`src/rtl/multicycle_controller_if.sv`:
```
// rtl/multicycle_controller_if.sv - control bus between the multicycle controller and the MIPS datapath
interface multicycle_controller_if;
    logic [5:0] Opcode;
    logic       Jr;
    logic       PCWrite;
    logic       PCWriteCond;
    logic       IorD;
    logic       MemRead;
    logic       MemWrite;
    logic       IRWrite;
    logic [1:0] MemToReg;
    logic [1:0] RegDst;
    logic       RegWrite;
    logic       AluSrcA;
    logic [1:0] AluSrcB;
    logic [1:0] AluOp;
    logic [1:0] PCSrc;

    modport master (
        input  Opcode, Jr,
        output PCWrite, PCWriteCond, IorD, MemRead, MemWrite, IRWrite,
               MemToReg, RegDst, RegWrite, AluSrcA, AluSrcB, AluOp, PCSrc
    );

    modport slave (
        output Opcode, Jr,
        input  PCWrite, PCWriteCond, IorD, MemRead, MemWrite, IRWrite,
               MemToReg, RegDst, RegWrite, AluSrcA, AluSrcB, AluOp, PCSrc
    );
endinterface

```
`src/rtl/multicycle_controller.sv`:
```
// rtl/multicycle_controller.sv - main control FSM sequencing the multicycle MIPS datapath
module multicycle_controller #(
    parameter int STATE_W = 4
) (
    input  logic                    clk,
    input  logic                    rst,
    multicycle_controller_if.master bus,
    output logic [STATE_W-1:0]      State
);

    typedef enum logic [3:0] {
        FETCH  = 4'd0,
        DECODE = 4'd1,
        MEMADR = 4'd2,
        MEMRD  = 4'd3,
        MEMWB  = 4'd4,
        MEMWR  = 4'd5,
        REXEC  = 4'd6,
        RWB    = 4'd7,
        BEQ    = 4'd8,
        JUMP   = 4'd9,
        JAL    = 4'd10,
        ADDIEX = 4'd11,
        ANDIEX = 4'd12,
        IMMWB  = 4'd13
    } stateT;

    localparam logic [5:0] OP_RTYPE = 6'b000000;
    localparam logic [5:0] OP_J     = 6'b000010;
    localparam logic [5:0] OP_JAL   = 6'b000011;
    localparam logic [5:0] OP_BEQ   = 6'b000100;
    localparam logic [5:0] OP_ADDI  = 6'b001000;
    localparam logic [5:0] OP_ANDI  = 6'b001100;
    localparam logic [5:0] OP_LW    = 6'b100011;
    localparam logic [5:0] OP_SW    = 6'b101011;

    stateT stateQ;
    stateT nextState;

    always_ff @(posedge clk or negedge rst) begin
        if (!rst) begin
            stateQ <= FETCH;
        end else begin
            stateQ <= nextState;
        end
    end

    assign State = STATE_W'(stateQ);

    always_comb begin
        nextState       = FETCH;
        bus.PCWrite     = 1'b0;
        bus.PCWriteCond = 1'b0;
        bus.IorD        = 1'b0;
        bus.MemRead     = 1'b0;
        bus.MemWrite    = 1'b0;
        bus.IRWrite     = 1'b0;
        bus.MemToReg    = 2'b00;
        bus.RegDst      = 2'b00;
        bus.RegWrite    = 1'b0;
        bus.AluSrcA     = 1'b0;
        bus.AluSrcB     = 2'b00;
        bus.AluOp       = 2'b00;
        bus.PCSrc       = 2'b00;

        case (stateQ)
            FETCH: begin
                bus.MemRead = 1'b1;
                bus.IRWrite = 1'b1;
                bus.AluSrcB = 2'b01;
                bus.PCWrite = 1'b1;
                nextState   = DECODE;
            end
            DECODE: begin
                // Branch target is computed speculatively here and parked in ALUOut.
                bus.AluSrcB = 2'b11;
                case (bus.Opcode)
                    OP_LW, OP_SW: nextState = MEMADR;
                    OP_RTYPE:     nextState = REXEC;
                    OP_BEQ:       nextState = BEQ;
                    OP_J:         nextState = JUMP;
                    OP_JAL:       nextState = JAL;
                    OP_ADDI:      nextState = ADDIEX;
                    OP_ANDI:      nextState = ANDIEX;
                    default:      nextState = FETCH;
                endcase
            end
            MEMADR: begin
                bus.AluSrcA = 1'b1;
                bus.AluSrcB = 2'b10;
                nextState   = (bus.Opcode == OP_SW) ? MEMWR : MEMRD;
            end
            MEMRD: begin
                bus.MemRead = 1'b1;
                bus.IorD    = 1'b1;
                nextState   = MEMWB;
            end
            MEMWB: begin
                bus.RegWrite = 1'b1;
                bus.MemToReg = 2'b01;
            end
            MEMWR: begin
                bus.MemWrite = 1'b1;
                bus.IorD     = 1'b1;
            end
            REXEC: begin
                bus.AluSrcA = 1'b1;
                bus.AluOp   = 2'b10;
                // jr retires here; the only output that depends on an input.
                if (bus.Jr) begin
                    bus.PCWrite = 1'b1;
                    bus.PCSrc   = 2'b11;
                end else begin
                    nextState = RWB;
                end
            end
            RWB: begin
                bus.RegWrite = 1'b1;
                bus.RegDst   = 2'b01;
            end
            BEQ: begin
                bus.AluSrcA     = 1'b1;
                bus.AluOp       = 2'b01;
                bus.PCWriteCond = 1'b1;
                bus.PCSrc       = 2'b01;
            end
            JUMP: begin
                bus.PCWrite = 1'b1;
                bus.PCSrc   = 2'b10;
            end
            JAL: begin
                // PC still holds PC+4, so r31 picks up the return address.
                bus.PCWrite  = 1'b1;
                bus.PCSrc    = 2'b10;
                bus.RegWrite = 1'b1;
                bus.RegDst   = 2'b10;
                bus.MemToReg = 2'b10;
            end
            ADDIEX: begin
                bus.AluSrcA = 1'b1;
                bus.AluSrcB = 2'b10;
                nextState   = IMMWB;
            end
            ANDIEX: begin
                bus.AluSrcA = 1'b1;
                bus.AluSrcB = 2'b10;
                bus.AluOp   = 2'b11;
                nextState   = IMMWB;
            end
            IMMWB: begin
                bus.RegWrite = 1'b1;
            end
            default: begin
                nextState = FETCH;
            end
        endcase
    end

endmodule

```
`src/flat_wrapper.sv`:
```
// flat-port wrapper written by rule: the top's interface ports become plain ports
module multicycle_controller_flat 
#(
    parameter int STATE_W = 4
)
  (clk, rst, State, bus_Opcode, bus_Jr, bus_PCWrite, bus_PCWriteCond, bus_IorD, bus_MemRead, bus_MemWrite, bus_IRWrite, bus_MemToReg, bus_RegDst, bus_RegWrite, bus_AluSrcA, bus_AluSrcB, bus_AluOp, bus_PCSrc);
  multicycle_controller_if bus_i ();
  input  logic clk;
  input  logic rst;
  output logic [STATE_W-1:0] State;
  input wire logic [$bits(bus_i.Opcode)-1:0] bus_Opcode;
  input wire logic [$bits(bus_i.Jr)-1:0] bus_Jr;
  output wire logic [$bits(bus_i.PCWrite)-1:0] bus_PCWrite;
  output wire logic [$bits(bus_i.PCWriteCond)-1:0] bus_PCWriteCond;
  output wire logic [$bits(bus_i.IorD)-1:0] bus_IorD;
  output wire logic [$bits(bus_i.MemRead)-1:0] bus_MemRead;
  output wire logic [$bits(bus_i.MemWrite)-1:0] bus_MemWrite;
  output wire logic [$bits(bus_i.IRWrite)-1:0] bus_IRWrite;
  output wire logic [$bits(bus_i.MemToReg)-1:0] bus_MemToReg;
  output wire logic [$bits(bus_i.RegDst)-1:0] bus_RegDst;
  output wire logic [$bits(bus_i.RegWrite)-1:0] bus_RegWrite;
  output wire logic [$bits(bus_i.AluSrcA)-1:0] bus_AluSrcA;
  output wire logic [$bits(bus_i.AluSrcB)-1:0] bus_AluSrcB;
  output wire logic [$bits(bus_i.AluOp)-1:0] bus_AluOp;
  output wire logic [$bits(bus_i.PCSrc)-1:0] bus_PCSrc;
  assign bus_i.Opcode = bus_Opcode;
  assign bus_i.Jr = bus_Jr;
  assign bus_PCWrite = bus_i.PCWrite;
  assign bus_PCWriteCond = bus_i.PCWriteCond;
  assign bus_IorD = bus_i.IorD;
  assign bus_MemRead = bus_i.MemRead;
  assign bus_MemWrite = bus_i.MemWrite;
  assign bus_IRWrite = bus_i.IRWrite;
  assign bus_MemToReg = bus_i.MemToReg;
  assign bus_RegDst = bus_i.RegDst;
  assign bus_RegWrite = bus_i.RegWrite;
  assign bus_AluSrcA = bus_i.AluSrcA;
  assign bus_AluSrcB = bus_i.AluSrcB;
  assign bus_AluOp = bus_i.AluOp;
  assign bus_PCSrc = bus_i.PCSrc;
  multicycle_controller #(.STATE_W(STATE_W)) u_core (.clk(clk), .rst(rst), .bus(bus_i), .State(State));
endmodule
```
`config.mk`:
```
export PLATFORM = sky130hd
export DESIGN_NAME = multicycle_controller_flat
export DESIGN_NICKNAME = d
export VERILOG_FILES = /design/src/rtl/multicycle_controller_if.sv /design/src/rtl/multicycle_controller.sv /design/src/flat_wrapper.sv
export SDC_FILE = /design/constraint.sdc
export NUM_CORES = 1
export LEC_CHECK = 0
export ABC_AREA = 1
export BUFFER_PORTS_ARGS = -buffer_cell sky130_fd_sc_hd__buf_2
export CORE_MARGIN = 2
export CORE_UTILIZATION = 37
export CTS_CLUSTER_SIZE = 14
export DETAILED_ROUTE_END_ITERATION = 16
export PLACE_DENSITY = 0.81
export SETUP_SLACK_MARGIN = 0.02
export SYNTH_ARGS = -nofsm -noshare
export SYNTH_HDL_FRONTEND = slang
export SYNTH_SLANG_ARGS = --single-unit
```
`constraint.sdc`:
```
create_clock -name clk -period 1 [get_ports clk]
set_input_delay 0.1 -clock clk [delete_from_list [all_inputs] [get_ports clk]]
set_output_delay 0.1 -clock clk [all_outputs]
set_load 0.005 [all_outputs]
```
# After elaboration in Yosys (flattened, before gate mapping)
# Cells that the tools add are included.
# classes
n_reduce_logical	11
mux	19
eq_ne	20
# ops
cell	n
case mux 4 bit (7 select lines)	1
equality test 4 bit, second input constant	6
case mux 4 bit (6 select lines)	1
case mux 2 bit (3 select lines)	3
equality test 4 x 3 -> 1 bit, second input constant	4
equality test 6 x 2 -> 1 bit, second input constant	2
equality test 6 x 4 -> 1 bit, second input constant	2
equality test 6 bit, second input constant	2
OR reduction 2 bit	5
equality test 4 x 2 -> 1 bit, second input constant	2
2-to-1 mux 1 bit	8
case mux 2 bit (2 select lines)	2
equality test 6 x 3 -> 1 bit, second input constant	1
zero test 6 bit	1
2-to-1 mux 3 bit	2
OR reduction 3 bit	2
OR reduction 5 bit	1
equality test 4 x 1 -> 1 bit, second input constant	1
zero test 4 bit	1
OR reduction 4 bit	1
2-to-1 mux 2 bit	1
case mux 1 bit (2 select lines)	1
# totals
word_cells	51
ff_bits	4
in_bits	9

# Depth between registers and ports, before layout
# depth
ltp_word	4
depth_mapped	7
depth_no_buf	7

# Least setup slack after synthesis
# No wires, ideal clock.
# synth_timing
kind	register -> output
start	register u_core.stateQ[0], in the netlist u_core.State[0]
end	output bus_PCWrite
required_time_ps	900
stages_incl_launch_ff	6
setup_slack_ps	-76
arrival_time_ps	976
path_buffers	0
path_cell_list	dfrtp_1 -> nor2_1 -> inv_1 -> nor2_1 -> inv_1 -> nand3_1
# synth_between
elab_chain_len	3
word_cells_on_any_way	6
cone_classes	eq/ne: 3; mux: 1; reduce/logical: 2
# synth_lines
item	line_no	text
from (decl)	multicycle_controller.sv:37	stateT stateQ;
from (signal assigned)	multicycle_controller.sv:44	stateQ <= nextState;
equality test 4 bit / zero test 4 bit (equally long branches)	multicycle_controller.sv:66	case (stateQ)
OR reduction 3 bit (no source line)	-	
case mux 1 bit (2 select lines) (*)	multicycle_controller.sv:66	
to (decl)	flat_wrapper.sv:13	output wire logic [$bits(bus_i.PCWrite)-1:0] bus_PCWrite;
# Mark *: on every way between the ends. The rest lies on a longest branch, timed or not.

# Final worst setup path
# layout_timing
start	register u_core.stateQ[3], in the netlist u_core.State[3]
end	output bus_RegWrite
# layout_between
elab_chain_len	3
word_cells_on_any_way	6
cone_classes	eq/ne: 4; mux: 1; reduce/logical: 1
# layout_lines
item	line_no	text
equality test 4 x 3 -> 1 bit / equality test 4 bit (equally long branches)	multicycle_controller.sv:66	
OR reduction 4 bit (no source line) (*)	-	
2-to-1 mux 1 bit (*)	multicycle_controller.sv:66	
to (decl)	flat_wrapper.sv:21	output wire logic [$bits(bus_i.RegWrite)-1:0] bus_RegWrite;
# Marks and branches as above.

==> out/results.md <==
| Item | Value |
| --- | --- |
| Result of the run | finished, violations left |
| Violations in the final reports | negative setup slack |
| Synthesized instance count | 98 |
| Die outline height | 41.2 um |
| Syn_nets | 107 |
| Setup crit start | u_core.State[3]$_DFF_PN0_ |
| Netlist area before placement | 513 um^2 |
| Routed wire length | 2350 um |
| Pin count of the biggest net entering global routing | 8 |
| Adder-cell area share of the yosys netlist | 0% |
| Area enclosed by the die boundary | 0.00170 mm^2 |
| Worst flop-to-flop path startpoint | u_core.State[2]$_DFF_PN0_ |
| Area delta synth->final | 105% |
| Worst hold-check path type | input pin to async pin |
| Residual overflow from global routing | 0 |
| Count of unique library cells instantiated by Yosys | 15 |
| Latest clock arrival within the worst-skew pair | 0.25 ns |
| Post-synthesis compound-gate area fraction | 8.05% |
| Share of synthesized registers carrying an async set or reset | 100% |
| Number of buffers inserted during clock tree synthesis | 3 |
| Synth Area in XOR/XNOR | 0% |
| Clock skew after layout | 0.0190 ns |
| Core box area | 0.00130 mm^2 |
| Slew Limit Headroom | 84.2% |
| Flops & latches, synth | 4 |
| Post-route setup TNS | -9.02 ns |
| Post-DR vias/cell | 5.15 |
| Setup repair after global routing missed its margin | true |
| Remaining antenna violation count after routing | 0 |
| Number of top-level pins | 31 |
| Proportion of layout cells with a drive suffix above 1 | 60.1% |
| Most frequent cells after synthesis | sky130_fd_sc_hd__nand2_1 (24), sky130_fd_sc_hd__nor2_1 (23), sky130_fd_sc_hd__inv_1 (15) |
| Count of input and output buffers | 30 |
| Reported leakage power | 0.000569 uW |
| Antenna violations before repair | 0 |
| H-tree lvl count | 1 |
| Number of vias in the routed layout | 839 |
| Arrival time of data at the critical path endpoint | 1.47 ns |
| Fraction of the mapped netlist area in simple logic gates | 57.1% |
| Crit end category | output pin |
| Share of cell area taken by muxes after synthesis | 0% |
| TritonCTS clock tree | built |
| Initial DRC Count | 13 |
| Number of sinks driven by the clock tree | 4 |
| Power Dens Cells | 1750 mW/mm^2 |
| Worst-path fanout max | 5 |
| Dominant combinational cell family by area after synthesis | simple AND/OR/NAND/NOR gates |
| Final estimated routing congestion in global placement | 0.781 |
| Nets | 158 |
| Startpoint kind of the worst setup timing path | flop |
| Count of standard-cell rows | 13 |
| Setup violations, final | 26 |
| Fraction of the yosys area taken by sequential cells | 19.5% |
| Total inserted antenna cells | 0 |
| Detailed-route wire length per cell | 14.4 um |
| Max Fclk | 637 MHz |
| First-pass GRT wire length | 2730 um |
| Fill cell count | 92 |
| Part of the cycle the worst path needs | 157% |
| Flip-flop count of the largest register after layout | 4 |
| Smallest setup slack after layout | -0.570 ns |
| Peak ir drop on the vdd network | 0.00120 V |
| Main synth FF type | sky130_fd_sc_hd__dfrtp_1 |
| DPL Wire Length | 1210 um |
| Worst-Margin Slew | 0.236 ns |
| Avg Synthesized Cell Area | 5.23 um^2 |
| Worst path required time | 0.90 ns |
| Final Slew Violations | 0 |
| Clock root cell | sky130_fd_sc_hd__clkbuf_4 |
| YS warnings | 0 |
| Overall power after layout | 1840 uW |
| Via count of the first global-routing pass | 692 |
| Number of detailed-route iterations in the first pass | 4 |
| Max-cap check violation count | 0 |
| Utilization of the core after routing | 80.7% |
| Effective utilization at floorplan | 39.4% |
| Chip width | 41.2 um |
| Tmin final | 1.57 ns |
| Top-area cell type share of the netlist area | 19.5% |
| Critical setup path kind | flop to output pin |
| Combined global-route utilization of all metal layers | 24.7% |
| Most repeated cell in the gate-level netlist after synthesis | sky130_fd_sc_hd__nand2_1 |
| Library cell occupying the most area in the post-synthesis netlist | sky130_fd_sc_hd__dfrtp_1 |
| Cell types with the largest area share after synthesis | sky130_fd_sc_hd__dfrtp_1 (20%), sky130_fd_sc_hd__nand2_1 (18%), sky130_fd_sc_hd__nor2_1 (17%), sky130_fd_sc_hd__inv_1 (11%), sky130_fd_sc_hd__nand3_1 (11%) |
| Final Hold Violating Endpoints | 0 |
| Clock transition at path regs | 0.05 ns |
| Number of enable-type register cells in the synthesized netlist | 0 |
| Number of remaining DRC errors | 0 |
| Maximum clock path buffer count | 2 |
## where the power goes
part / internal (uW) / switching, uW / leakage (uW)
Clock: 151 / 82.0 / 0.0000150
Combinational: 595 / 695 / 0.000507
Sequential: 208 / 107 / 0.0000473
Total: 954 / 884 / 0.000569
## critical path, stage by stage, from the launching register on
cell and delay, ns:
sky130_fd_sc_hd__dfrtp_2 0.48, sky130_fd_sc_hd__inv_4 0.11, sky130_fd_sc_hd__nor2_4 0.05, sky130_fd_sc_hd__inv_2 0.10, sky130_fd_sc_hd__nor2_4 0.04, sky130_fd_sc_hd__nor2_1 0.15, sky130_fd_sc_hd__o221ai_1 0.13, sky130_fd_sc_hd__buf_2 0.15
## cell usage in the layout, fill, tap and decap left out, drive strengths merged
| cell | Yosys | routed |
|---|---|---|
| dlygate4sd3 | 0 | 1 |
| dfrtp | 4 | 4 |
| nand4 | 4 | 4 |
| o21ai | 4 | 4 |
| a21oi | 1 | 1 |
| nand3 | 11 | 11 |
| nand2 | 25 | 25 |
| buf | 1 | 46 |
| clkbuf | 0 | 4 |
| o211ai | 1 | 1 |
| inv | 19 | 19 |
| nor2 | 27 | 27 |
| o221ai | 1 | 1 |
## metrics by stage
| step | cells | hold slack (ns) | instance area (um^2) | worst slack [ns] |
|---|---|---|---|---|
| finish | 163 | 0.185 | 1050 | -0.570 |
| global route | 163 | 0.185 | 1050 | -0.627 |
| CTS | 160 | 0.193 | 925 | -0.409 |
| detailed placement | 150 | -0.0930 | 763 | -0.175 |
| global placement | 150 | -0.0975 | 763 | -0.157 |
| floorplan | 98 | -0.196 | 542 | -0.0300 |
## cell type report
cell class	instances	area, um^2	area share, %
repair buffers	47	350	33.4
clock buffers	4	26.3	2.50
inverters	19	83.8	7.99
flip-flops and latches	4	105	10.0
well taps	15	18.8	1.79
multi-input cells	74	465	44.3
## routing by layer
layer | wire length [um] | GRT usage [%] | vias to the layer above | share of wire [%]
li1 | - | - | 409 | -
met1 | 905 | 26.1 | 375 | 39
met2 | 1250 | 42.2 | 49 | 53
met3 | 135 | 7.61 | 6 | 5.7
met4 | 53 | 15.3 | 0 | 2.3
met5 | 0 | 0 | - | 0
## what timing repair did
item | in CTS | in global routing
endpoints found under the hold margin | 4 | 0
hold buffers | 1 | 0
resized for setup | 24 | 28
setup buffers | 5 | 4
pin swaps | 5 | 7
gates cloned | 0 | 0
setup endpoints to repair | 26 | 26
## final timing paths
kind,end,slack (ns),cells after the start
worst min register to register,u_core.State[0]$_DFF_PN0_,0.77,3
worst min-delay path,u_core.State[2]$_DFF_PN0_,0.18,2
min in group clk,u_core.State[1]$_DFF_PN0_,0.27,4
worst max-delay path,bus_RegWrite,-0.57,7
max in group asynchronous,u_core.State[0]$_DFF_PN0_,0.66,2
worst max register to register,u_core.State[2]$_DFF_PN0_,-0.29,7
## kinds of logic (layout without fill, tap and decap cells)
family	count (synthesis)	count (layout)
flops	4	4
buf+inv	20	70
simple gates	67	67
compound gates	7	7
No activity file was read; power rests on OpenSTA's default activity.
